<file path="src/rtl/mips_ctrl_pkg.sv">
// Shared definitions for the multi-cycle MIPS controller: opcode and funct
// encodings, ALUControl encodings, ALUOp encodings and the FSM state type.
package mips_ctrl_pkg;

  // Opcodes (IR[31:26])
  localparam logic [5:0] OP_RTYPE = 6'b000000;
  localparam logic [5:0] OP_LW    = 6'b100011;
  localparam logic [5:0] OP_SW    = 6'b101011;
  localparam logic [5:0] OP_BEQ   = 6'b000100;
  localparam logic [5:0] OP_ADDI  = 6'b001000;
  localparam logic [5:0] OP_J     = 6'b000010;

  // R-type funct codes (IR[5:0])
  localparam logic [5:0] FN_ADD = 6'b100000;
  localparam logic [5:0] FN_SUB = 6'b100010;
  localparam logic [5:0] FN_AND = 6'b100100;
  localparam logic [5:0] FN_OR  = 6'b100101;
  localparam logic [5:0] FN_SLT = 6'b101010;

  // ALUControl encodings
  localparam logic [2:0] ALU_AND = 3'b000;
  localparam logic [2:0] ALU_OR  = 3'b001;
  localparam logic [2:0] ALU_ADD = 3'b010;
  localparam logic [2:0] ALU_SUB = 3'b110;
  localparam logic [2:0] ALU_SLT = 3'b111;

  // ALUOp: what the controller asks of the ALU decoder
  typedef enum logic [1:0] {
    ALUOP_ADD   = 2'b00,
    ALUOP_SUB   = 2'b01,
    ALUOP_FUNCT = 2'b10
  } alu_op_e;

  typedef enum logic [3:0] {
    S_IDLE    = 4'd0,
    S_FETCH   = 4'd1,
    S_DECODE  = 4'd2,
    S_MEMADR  = 4'd3,
    S_MEMRD   = 4'd4,
    S_MEMWB   = 4'd5,
    S_MEMWR   = 4'd6,
    S_EXEC    = 4'd7,
    S_ALUWB   = 4'd8,
    S_BRANCH  = 4'd9,
    S_ADDIEX  = 4'd10,
    S_ADDIWB  = 4'd11,
    S_JUMP    = 4'd12,
    S_ILLEGAL = 4'd13,
    S_HALT    = 4'd14
  } state_e;

endpackage

</file>
<file path="src/rtl/multicycle_control_fsm_alu_decoder.sv">
// Combinational ALU decoder.
//   ALUOp         in  2  00 = add, 01 = sub, 10 = decode Funct
//   Funct         in  6  R-type funct field
//   ALUControl    out 3  ALU operation
//   Funct_Illegal out 1  Funct not supported (only meaningful for ALUOp = 10)
module alu_decoder
  import mips_ctrl_pkg::*;
(
  input  logic [1:0] ALUOp,
  input  logic [5:0] Funct,
  output logic [2:0] ALUControl,
  output logic       Funct_Illegal
);

  always_comb begin
    // NOTE: every output gets a default before the case so no path leaves it
    // unassigned, which would otherwise infer a latch.
    ALUControl    = ALU_ADD;
    Funct_Illegal = 1'b0;
    case (ALUOp)
      ALUOP_ADD: ALUControl = ALU_ADD;
      ALUOP_SUB: ALUControl = ALU_SUB;
      ALUOP_FUNCT: begin
        case (Funct)
          FN_ADD:  ALUControl = ALU_ADD;
          FN_SUB:  ALUControl = ALU_SUB;
          FN_AND:  ALUControl = ALU_AND;
          FN_OR:   ALUControl = ALU_OR;
          FN_SLT:  ALUControl = ALU_SLT;
          default: Funct_Illegal = 1'b1;
        endcase
      end
      default: ALUControl = ALU_ADD;
    endcase
  end

endmodule

</file>
<file path="src/rtl/multicycle_control_fsm.sv">
// Main controller for the multi-cycle MIPS datapath.
//   clk_Control / rst_Control : clock, asynchronous active-low reset
//   Opcode, Funct, Zero       : instruction fields and ALU zero flag
//   Mem_Ready                 : memory completes the current access
//   Mem_Req, MemWrite, IorD   : memory port control
//   IRWrite, PC_En, PCSrc     : instruction register / PC control
//   ALUSrcA, ALUSrcB, ALUControl : ALU operand selects and operation
//   RegWrite, RegDst, MemToReg   : register file write-back control
//   Illegal_Op                : sticky illegal-instruction flag
//   Instr_Count               : retired-instruction counter (wraps)
module multicycle_control_fsm
  import mips_ctrl_pkg::*;
#(
  parameter int unsigned CNT_W        = 32,
  parameter bit          ILLEGAL_HALT = 1'b0
) (
  input  logic             clk_Control,
  input  logic             rst_Control,
  input  logic [5:0]       Opcode,
  input  logic [5:0]       Funct,
  input  logic             Zero,
  input  logic             Mem_Ready,
  output logic             Mem_Req,
  output logic             MemWrite,
  output logic             IorD,
  output logic             IRWrite,
  output logic             PC_En,
  output logic [1:0]       PCSrc,
  output logic             ALUSrcA,
  output logic [1:0]       ALUSrcB,
  output logic [2:0]       ALUControl,
  output logic             RegWrite,
  output logic             RegDst,
  output logic             MemToReg,
  output logic             Illegal_Op,
  output logic [CNT_W-1:0] Instr_Count
);

  state_e           state_q, state_d;
  logic             illegal_q, illegal_d;
  logic [CNT_W-1:0] count_q, count_d;

  logic       retire;
  logic       pc_write;
  logic       branch;
  logic       alu_use;
  alu_op_e    alu_op;
  logic [2:0] dec_alu_control;
  logic       funct_illegal;

  alu_decoder u_alu_decoder (
    .ALUOp         (alu_op),
    .Funct         (Funct),
    .ALUControl    (dec_alu_control),
    .Funct_Illegal (funct_illegal)
  );

  // State, sticky flag and counter registers.
  always_ff @(posedge clk_Control or negedge rst_Control) begin
    if (!rst_Control) begin
      state_q   <= S_IDLE;
      illegal_q <= 1'b0;
      count_q   <= '0;
    end else begin
      // NOTE: sequential state uses non-blocking assignments so every
      // register samples the pre-edge values of the others.
      state_q   <= state_d;
      illegal_q <= illegal_d;
      count_q   <= count_d;
    end
  end

  // Next-state logic. Retiring states assert retire on the cycle they leave.
  always_comb begin
    state_d   = state_q;
    retire    = 1'b0;
    illegal_d = illegal_q;
    case (state_q)
      S_IDLE:   state_d = S_FETCH;
      S_FETCH:  if (Mem_Ready) state_d = S_DECODE;
      S_DECODE: begin
        case (Opcode)
          OP_LW, OP_SW: state_d = S_MEMADR;
          OP_RTYPE:     state_d = S_EXEC;
          OP_BEQ:       state_d = S_BRANCH;
          OP_ADDI:      state_d = S_ADDIEX;
          OP_J:         state_d = S_JUMP;
          default:      state_d = S_ILLEGAL;
        endcase
      end
      S_MEMADR: state_d = (Opcode == OP_SW) ? S_MEMWR : S_MEMRD;
      S_MEMRD:  if (Mem_Ready) state_d = S_MEMWB;
      S_MEMWB: begin
        state_d = S_FETCH;
        retire  = 1'b1;
      end
      S_MEMWR: begin
        if (Mem_Ready) begin
          state_d = S_FETCH;
          retire  = 1'b1;
        end
      end
      S_EXEC:   state_d = funct_illegal ? S_ILLEGAL : S_ALUWB;
      S_ALUWB, S_BRANCH, S_ADDIWB, S_JUMP: begin
        state_d = S_FETCH;
        retire  = 1'b1;
      end
      S_ADDIEX: state_d = S_ADDIWB;
      S_ILLEGAL: begin
        illegal_d = 1'b1;
        state_d   = ILLEGAL_HALT ? S_HALT : S_FETCH;
      end
      S_HALT:   state_d = S_HALT;
      default:  state_d = S_IDLE;
    endcase
    count_d = retire ? count_q + CNT_W'(1) : count_q;
  end

  // Moore output decode; only IRWrite/PCWrite in S_FETCH look at Mem_Ready.
  always_comb begin
    Mem_Req  = 1'b0;
    MemWrite = 1'b0;
    IorD     = 1'b0;
    IRWrite  = 1'b0;
    pc_write = 1'b0;
    branch   = 1'b0;
    PCSrc    = 2'b00;
    ALUSrcA  = 1'b0;
    ALUSrcB  = 2'b00;
    alu_use  = 1'b0;
    alu_op   = ALUOP_ADD;
    RegWrite = 1'b0;
    RegDst   = 1'b0;
    MemToReg = 1'b0;
    case (state_q)
      S_FETCH: begin
        Mem_Req  = 1'b1;
        ALUSrcB  = 2'b01;
        alu_use  = 1'b1;
        IRWrite  = Mem_Ready;
        pc_write = Mem_Ready;
      end
      S_DECODE: begin
        ALUSrcB = 2'b11;
        alu_use = 1'b1;
      end
      S_MEMADR, S_ADDIEX: begin
        ALUSrcA = 1'b1;
        ALUSrcB = 2'b10;
        alu_use = 1'b1;
      end
      S_MEMRD: begin
        Mem_Req = 1'b1;
        IorD    = 1'b1;
      end
      S_MEMWB: begin
        MemToReg = 1'b1;
        RegWrite = 1'b1;
      end
      S_MEMWR: begin
        Mem_Req  = 1'b1;
        IorD     = 1'b1;
        MemWrite = 1'b1;
      end
      S_EXEC: begin
        ALUSrcA = 1'b1;
        alu_use = 1'b1;
        alu_op  = ALUOP_FUNCT;
      end
      S_ALUWB: begin
        RegDst   = 1'b1;
        RegWrite = 1'b1;
      end
      S_BRANCH: begin
        ALUSrcA = 1'b1;
        alu_use = 1'b1;
        alu_op  = ALUOP_SUB;
        branch  = 1'b1;
        PCSrc   = 2'b01;
      end
      S_ADDIWB: RegWrite = 1'b1;
      S_JUMP: begin
        PCSrc    = 2'b10;
        pc_write = 1'b1;
      end
      default: ;
    endcase
  end

  // ALUControl is forced to 0 in states that do not use the ALU.
  assign ALUControl  = alu_use ? dec_alu_control : 3'b000;
  assign PC_En       = pc_write | (branch & Zero);
  assign Illegal_Op  = illegal_q;
  assign Instr_Count = count_q;

endmodule
</file>
<file path="config.mk">
export PLATFORM = sky130hd
export DESIGN_NAME = multicycle_control_fsm
export DESIGN_NICKNAME = d
export VERILOG_FILES = /design/src/rtl/mips_ctrl_pkg.sv /design/src/rtl/multicycle_control_fsm_alu_decoder.sv /design/src/rtl/multicycle_control_fsm.sv
export SDC_FILE = /design/constraint.sdc
export NUM_CORES = 1
export LEC_CHECK = 0
export CAP_MARGIN = 20
export CORE_ASPECT_RATIO = 1.4
export CORE_MARGIN = 3
export CORE_UTILIZATION = 45
export DETAILED_ROUTE_END_ITERATION = 8
export PLACE_DENSITY = 0.83
export SLEW_MARGIN = 20
export SYNTH_ARGS = -nofsm -noshare
export SYNTH_HDL_FRONTEND = slang
export SYNTH_HIERARCHICAL = 1
export SYNTH_SLANG_ARGS = --single-unit
</file>
<file path="constraint.sdc">
create_clock -name clk_Control -period 3.25 [get_ports clk_Control]
set_input_delay 0.325 -clock clk_Control [delete_from_list [all_inputs] [get_ports clk_Control]]
set_output_delay 0.325 -clock clk_Control [all_outputs]
set_load 0.03 [all_outputs]
</file>
# Word level (Yosys, flattened, before mapping)
# Cells that the tools add are included.
[word_totals]
regBits = 37
inputBits = 16
out_inout_bits = 49
word_cells = 76
[op_classes]
add_sub_neg = 1
eq_ne = 29
n_mux = 28
bitwise = 2
n_reduce_logical = 13
[ops]
columns = ["operator", "count"]
rows = [
  ["6-bit == test, second input constant", 7],
  ["4-bit one-hot mux with 9 select lines", 1],
  ["32-bit by 1-bit adder with 32-bit output, second input constant", 1],
  ["4-bit == test, second input constant", 7],
  ["4-bit one-hot mux with 5 select lines", 1],
  ["4-bit by 3-bit == test with 1-bit output, second input constant", 4],
  ["1-bit two-way mux", 13],
  ["4-bit two-way mux", 3],
  ["3-bit one-hot mux with 4 select lines", 1],
  ["5-bit OR reduction", 2],
  ["4-bit by 2-bit == test with 1-bit output, second input constant", 2],
  ["2-bit one-hot mux with 2 select lines", 2],
  ["7-bit OR reduction", 1],
  ["6-bit by 2-bit == test with 1-bit output, second input constant", 1],
  ["6-bit by 3-bit == test with 1-bit output, second input constant", 1],
  ["6-bit by 4-bit == test with 1-bit output, second input constant", 1],
  ["6-bit zero test", 1],
  ["3-bit two-way mux", 2],
  ["2-bit inequality test, second input constant", 3],
  ["2-bit one-hot mux with 3 select lines", 1],
  ["3-bit one-hot mux with 2 select lines", 1],
  ["2-bit OR reduction", 3],
  ["3-bit OR reduction", 2],
  ["6-bit OR reduction", 1],
  ["10 further kinds", 11],
]

# Logic depth before layout (Yosys ltp)
[depth]
word_depth = 6
ltp_mapped = 14
mapped_depth_nobuf = 12

# Modules after synthesis
# Netlist, hierarchy kept.
[by_module_without_submodules]
columns = ["mod", "n_inst", "cells_each", "area_per_inst_um2", "seq_area_each_um2"]
rows = [
  ["multicycle_control_fsm", 1, 230, 2190.9, 925.9],
  ["alu_decoder", 1, 20, 148.9, 0.0],
]

# Worst setup path after synthesis
# Ideal clock, no wire load.
[synth_path]
path_type = "flip-flop to output port"
startpoint = "register state_q[0]"
endpoint = "output ALUControl[2]"
arrival_time_ns = 2.303
required_time_ns = 2.925
path_slack_ns = 0.622
stages_incl_launch_ff = 10
n_path_buf = 3
cell_sequence = "dfrtp_1 > buf_2 > buf_1 > clkbuf_1 > nand2_1 > nor2_1 > ha_1 > nor2b_1 > a32o_1 > nor2b_1"
[synth_between]
elab_chain_cells = 5
word_cells_on_any_way = 13
cone_classes = "eq/ne: 8; mux: 4; reduce/logical: 1"
[synth_rtl]
columns = ["element", "line", "source"]
rows = [
  ["start, declared", "multicycle_control_fsm.sv:39", "state_e state_q, state_d;"],
  ["start signal, assigned", "multicycle_control_fsm.sv:67", "state_q <= state_d;"],
  ["4-bit == test / 4-bit by 3-bit == test with 1-bit output (equally long branches)", "multicycle_control_fsm.sv:135", "case (state_q)"],
  ["2-bit one-hot mux with 2 select lines (*)", "multicycle_control_fsm.sv:135", ""],
  ["named net alu_op[1]", "multicycle_control_fsm.sv:47", "alu_op_e alu_op;"],
  ["2-bit == test / 2-bit by 1-bit == test with 1-bit output (equally long branches)", "multicycle_control_fsm_alu_decoder.sv:20", "case (ALUOp)"],
  ["3-bit one-hot mux with 2 select lines (*)", "multicycle_control_fsm_alu_decoder.sv:20", ""],
  ["named net dec_alu_control[2]", "multicycle_control_fsm.sv:48", "logic [2:0] dec_alu_control;"],
  ["3-bit two-way mux (*)", "multicycle_control_fsm.sv:191", "assign ALUControl = alu_use ? dec_alu_control : 3'b000;"],
  ["end, declared", "multicycle_control_fsm.sv:31", "output logic [2:0] ALUControl,"],
]
# Mark *: on every way through the listed nets, which the timed path passes. The rest lies on a longest branch.

# Worst setup path in the final report
[layout_path]
startpoint = "register state_q[2]"
endpoint = "output ALUControl[2]"
[layout_between]
elab_chain_cells = 5
word_cells_on_any_way = 13
cone_classes = "eq/ne: 8; mux: 4; reduce/logical: 1"
[layout_rtl]
columns = ["element", "line"]
rows = [
  ["4-bit == test / 4-bit by 3-bit == test with 1-bit output (equally long branches)", "multicycle_control_fsm.sv:135"],
  ["2-bit one-hot mux with 2 select lines (*)", "multicycle_control_fsm.sv:135"],
  ["2-bit == test / 2-bit by 1-bit == test with 1-bit output (equally long branches)", "multicycle_control_fsm_alu_decoder.sv:20"],
  ["3-bit one-hot mux with 2 select lines (*)", "multicycle_control_fsm_alu_decoder.sv:20"],
  ["named net dec_alu_control[2]", "multicycle_control_fsm.sv:48"],
  ["3-bit two-way mux (*)", "multicycle_control_fsm.sv:191"],
]
# Marked as above.

==> results.yml <==
detailed_routing:
  wl_met3_um: 252
  drc: 0
  routed_wl_mm: 5.397
  dr_wl_met2_mm: 2.933
  vias: 2042
  antenna_left: 0
  first_pass_iters: 4
  highest_layer: "met4"
  vias_per_cell: 5.402
  wl_met1_mm: 2.074
  first_iter_violations: 99
  wl_per_cell_um: 14.28
timing:
  finalCriticalPeriod_ps: 2963
  min_period_over_period_pct: 91.17
  drv_slew: 0
  finalSetupTns_ps: 0
  fmax_mhz: 337.5
  tightest_slew_ps: 809.3
  skew_ps: 1.584
  slew_headroom_pct: 46.05
  hold_viol: 0
  report.final.setup_viol: 0
  rsz0062_at_grt: "false"
clocking:
  clk_pin_slew_worst_paths_ps: 70
  root_buffer: "clkbuf_8"
  cts_resized: 0
  clock_tree.buffer_depth: 2
  cts.sinks: 37
  post_cts_buffers: 0
  htree_levels: 2
  clk_latency_ps: 280
  holdBufCountCts: 0
  cts_tree: "yes"
  cts_buffers: 5
synth:
  synth_top_family_by_area: "simple AND/OR/NAND/NOR gates"
  synthSimpleGateAreaFrac_pct: 27.65
  synthesis.area_mm2: 0.002340
  synth-seq-cells: 37
  synth_xor_xnor_area_share_pct: 12.73
  synth-compound-area-share_pct: 12.62
  syn-num-nets: 269
  yosysWarnings: 6
  yosysSeqAreaShare_pct: 39.57
  synthAdderAreaFrac_pct: 1.604
  synth_cell_types: 53
  syn_avg_cell_area_um2: 9.359
  synth_mux_area_share_pct: 0.9091
  ys_async_sr_fraction_pct: 100.0
  syn-instance-count: 250
  yosys_most_used_dff: "dfrtp_1"
  synth_edf_count: 0
layout:
  multiInputGateArea_mm2: 0.001299
  antenna_cells: 0
  final_cell_mix: "63 x clkdlybuf4s50_1, 37 x dfrtp_1, 24 x nand2_1"
  fin_cells: 378
  nets: 332
  fillers: 436
  layout_commonest_cell: "clkdlybuf4s50_1"
  regArea_um2: 925.9
  drive_gt1_share_pct: 8.280
  area_delta_synth_final_pct: 33.85
global_routing:
  grt_antenna_before_repair: 0
  grt_pass1_wl_mm: 9.039
  grt_max_degree: 38
  grtUsageTotal_pct: 18.79
  grt-ovfl-total: 0
  grt_pass1_vias: 2031
power:
  vdd_ir_drop_max_mv: 0.4799
  p_int_mw: 1.269
  p_sw_mw: 0.9459
  swShare_pct: 42.70
  powerDensity_mw_per_mm2: 707.3
  p_comb_share_pct: 55.4
  p_leak_nw: 1.385
  clock_power_share_pct: 18.4
  seqPwrFrac_pct: 26.2
worst_setup_path:
  cp.arrival_ps: 2640
  cp_max_fo: 5
  worstSetupEndpointType: "output pin"
  cp.required_ps: 2920
  crit_type: "flop to output pin"
  ff2ff_path_depth: 11
  start_kind: "flop"
placement:
  dp_cells: 370
  port_buffers: 64
  place.gp.congestion: 0.8411
  place.detailed.hpwl_mm: 3.975
floorplan:
  die_area_mm2: 0.006113
  die_x_um: 66.94
  initial_core_util_pct: 47.22
  rows: 30
  core_mm2: 0.004955
  die_y_um: 91.32
  io_pins: 65
flow_run:
  drv_cap: 0
outcome:
  status: "finished clean"
hold_path:
  hp-class: "input pin to async pin"
-- Yosys cell counts, types with 4 or more instances --
cell / number / area share, %
nor2_1: 16 / 2.6
xor2_1: 20 / 7.5
nand2b_1: 4 / 1.1
a21oi_1: 8 / 1.7
xnor2_1: 14 / 5.2
nor3_1: 17 / 3.6
nand4_1: 7 / 1.9
clkbuf_1: 4 / 0.64
and3_1: 5 / 1.3
nand3_1: 7 / 1.5
inv_1: 12 / 1.9
nand2_1: 24 / 3.9
nor2b_1: 9 / 2.4
dfrtp_1: 37 / 40
o21ai_0: 6 / 1.3
-- cell families (layout without fill, tap and decap cells) --
| logic type | after synthesis | in the layout |
|---|---|---|
| AO/OA/AOI/OAI | 39 | 39 |
| buffers and inverters | 24 | 88 |
| multiplexers | 2 | 2 |
| adder cells (fa/ha/maj) | 3 | 3 |
| XOR/XNOR | 34 | 34 |
| flip-flops | 37 | 37 |
| AND/OR/NAND/NOR | 111 | 111 |
-- layer usage --
metal / up-vias / global-route usage (%)
met5: - / 0
met4: 0 / 7.614
met3: 12 / 3.218
met2: 62 / 34.69
met1: 962 / 20.31
li1: 1006 / -
-- registers in the layout, indices dropped and copies added (netlist names) --
signal       flops
Illegal_Op       1
Instr_Count     32
state_q          4
-- worst max-delay path: stages, from the launching register on --
cell	delay, ps
dfrtp_1	380
inv_1	110
nand2_1	120
nor2_1	230
inv_1	70
ha_1	340
nor2b_1	120
a32o_1	170
nor2b_1	130
clkdlybuf4s50_1	680
-- final timing paths --
| path | start | endpoint | slack [ps] |
|---|---|---|---|
| setup / recovery | state_q[2]$_DFFE_PN0P_ | ALUControl[2] | 290 |
| hold / removal | rst_Control | Instr_Count[5]$_DFFE_PN0P_ | 130 |
| setup reg to reg | state_q[2]$_DFFE_PN0P_ | state_q[0]$_DFFE_PN0P_ | 1060 |
| hold reg to reg | Instr_Count[31]$_DFFE_PN0P_ | Instr_Count[31]$_DFFE_PN0P_ | 480 |
| max in group asynchronous | rst_Control | state_q[2]$_DFFE_PN0P_ | 2620 |
| min in group clk_Control | Instr_Count[31]$_DFFE_PN0P_ | Instr_Count[31]$_DFFE_PN0P_ | 480 |
-- cell type report --
type                       instances  area share (%)
timing repair buffer              68           21.25
inverter                          12           1.438
clock buffer                       7           2.757
tap                               64           2.557
multi-input combinational        189           41.47
sequential                        37           29.56
clock inverter                     1          0.9589
-- power groups by stage --
stage / clock network, mW / registers (mW) / logic [mW]
3_5_place_dp: 0 / 0.589 / 1.22
2_1_floorplan: 0 / 0.656 / 0.779
5_1_grt: 0.437 / 0.591 / 1.33
6_report: 0.407 / 0.580 / 1.23
4_1_cts: 0.421 / 0.580 / 1.24
3_3_place_gp: 0 / 0.586 / 1.20
-- stage by stage --
| step | instance area [µm²] | hold slack, ps | util (%) | setup WS, ps | power, mW |
|---|---|---|---|---|---|
| after CTS | 3132 | 155.1 | 63.21 | 275.1 | 2.238 |
| after global routing | 3132 | 202.8 | 63.21 | 87.14 | 2.356 |
| after floorplan | 2340 | 29.41 | - | 621.6 | 1.436 |
| after global placement | 3015 | 455.5 | 60.86 | 664.1 | 1.790 |
| final | 3132 | 125.6 | 63.21 | 287.0 | 2.215 |
| after detailed placement | 3015 | 464.6 | 60.86 | 603.7 | 1.811 |
(Power assumes the default switching activity.)
==> variant, RTL diff (config.mk and constraints unchanged) <==
Change the parameter `CNT_W` from 32 to 36.
--- a/src/rtl/multicycle_control_fsm.sv
+++ b/src/rtl/multicycle_control_fsm.sv
@@ -11,7 +11,7 @@
 module multicycle_control_fsm
   import mips_ctrl_pkg::*;
 #(
-  parameter int unsigned CNT_W        = 32,
+  parameter int unsigned CNT_W        = 36,
   parameter bit          ILLEGAL_HALT = 1'b0
 ) (
   input  logic             clk_Control,
Interface: changed (resized Instr_Count); port bits go from 65 to 69. No check against the original RTL was run, so the function may have changed too.
==> variant against the original RTL <==
Maximum frequency decreased by 0.56%; clock power decreased by 20%; cell area increased by 4.1%; wire length increased by 9.2%; total power decreased by 6.1%; register-to-register slack improved by 0.02 ns; critical path depth decreased by 1; hold slack improved by 0.024 ns; sequential cell count increased by 4; first-iteration DRC count unchanged; synthesized area increased by 3.8%; combinational power decreased by 11%; setup slack got worse by 0.017 ns; synthesized cell count increased by 1.6%.
==> variant: results (changes against the original RTL) <==
[run_status]
status = complete, no violations

[logic_synthesis]
syn-num-nets = 273  ; +1.5%
ys_seq_area_frac = 0.422  ; +0.0267
synthTopCellsByCount = dfrtp_1, nand2_1, nor2_1
synth-xor-area-share = 0.133  ; +0.00616
synth_adder_area_share = 0.0155  ; -0.000587
synth_mux_area_frac = 0.0149  ; +0.00585
synth_area_leaders = dfrtp_1, xnor2_1, xor2_1
synth_compound_area_frac = 0.117  ; -0.00925

[cells_and_area]
fin_nets = 343  ; +3.3%
largest_reg_flops = 36  ; +13%
fillers = 444  ; +1.8%
layout-drive-gt1-share = 0.0892  ; +0.00643

[global_route]
grt_max_degree = 42  ; +11%
grt_pass1_vias = 2138  ; +5.3%
globalRouteTotalUtil = 0.197  ; +0.00958
grt_pass1_wl_um = 9740  ; +7.8%

[power_and_ir_drop]
p_leak_nw = 1.40  ; +0.97%
ir_drop_mv = 0.430  ; -10%

[critical_path]
cpPeakStageDelay_ns = 0.66  ; -0.02 ns
cp.arrival_ns = 2.65  ; about the same

[clocking]
htreeDepth = 2  ; unchanged
cts.reportedPaths.clkPinSlew_ns = 0.08

[placement]
gp_congestion = 0.837  ; -0.48%
dp_hpwl_um = 4350  ; +9.4%
port_buffers = 68  ; +6.3%
dpl_worst_slack_ns = 0.451  ; -0.153 ns

[timing]
relSlewSlack = 0.405  ; -0.0557
holdWs_ns = 0.149  ; +0.0236 ns
finClkSkew_ns = 0.00583  ; +0.00425 ns

[drt]
wl_um = 5890  ; +9.2%
viasPerCell = 5.44  ; +0.70%
drt_iter0_markers = 99  ; unchanged

[floorplanning]
die-area_um2 = 6330  ; +3.5%

## variant: final timing paths
check	from	endpoint	slack [ns]	cells after the start
max reg2reg	state_q[3]	state_q[2]	1.08	9
min	rst_Control	Instr_Count[35]	0.15	1
max	state_q[0]	ALUControl[1]	0.27	8
max in group asynchronous	rst_Control	state_q[0]	2.48	1
min reg2reg	Instr_Count[35]	Instr_Count[35]	0.47	1
min in group clk_Control	Instr_Count[35]	Instr_Count[35]	0.47	1
## variant: logic make-up after synthesis
family          after synthesis
compound gates               34
xor+xnor                     37
fa+ha+maj                     3
buf+inv                      24
flops                        41
mux                           3
simple gates                112
## variant: per-layer routing
metal | vias to the layer above | GRT usage | share of wire
met1 | 1024 | 0.244 | 0.41
met2 | 67 | 0.338 | 0.51
met5 | - | 0 | 0
li1 | 1030 | - | -
met4 | 0 | 0.0647 | 0.014
met3 | 6 | 0.0352 | 0.068
## variant: what timing repair did
action                                  in CTS  in global routing
resized for setup                            0                  1
endpoints found under the setup margin       0                  2
hold buffers                                 0                  0
buffers inserted                             0                  0
## variant: layout make-up
cell class              instances  area share
clock buffers                   5      0.0211
clock inverters                 3     0.00537
inverters                      14      0.0161
multi-input cells             189       0.398
flip-flops and latches         41       0.315
well taps                      66      0.0253
repair buffers                 73       0.219
## variant: per-stage QoR
step | cell area [um^2] | utilization | instances
after floorplan | 2430 | - | 254
after global placement | 3170 | 0.610 | 383
after detailed placement | 3170 | 0.610 | 383
after CTS | 3260 | 0.627 | 391
after global routing | 3260 | 0.627 | 391
final | 3260 | 0.627 | 391
## variant: power breakdown
part / switching [mW] / total [mW] / internal (mW)
logic: 0.660 / 1.10 / 0.442
registers: 0.0840 / 0.653 / 0.569
clock network: 0.177 / 0.325 / 0.148
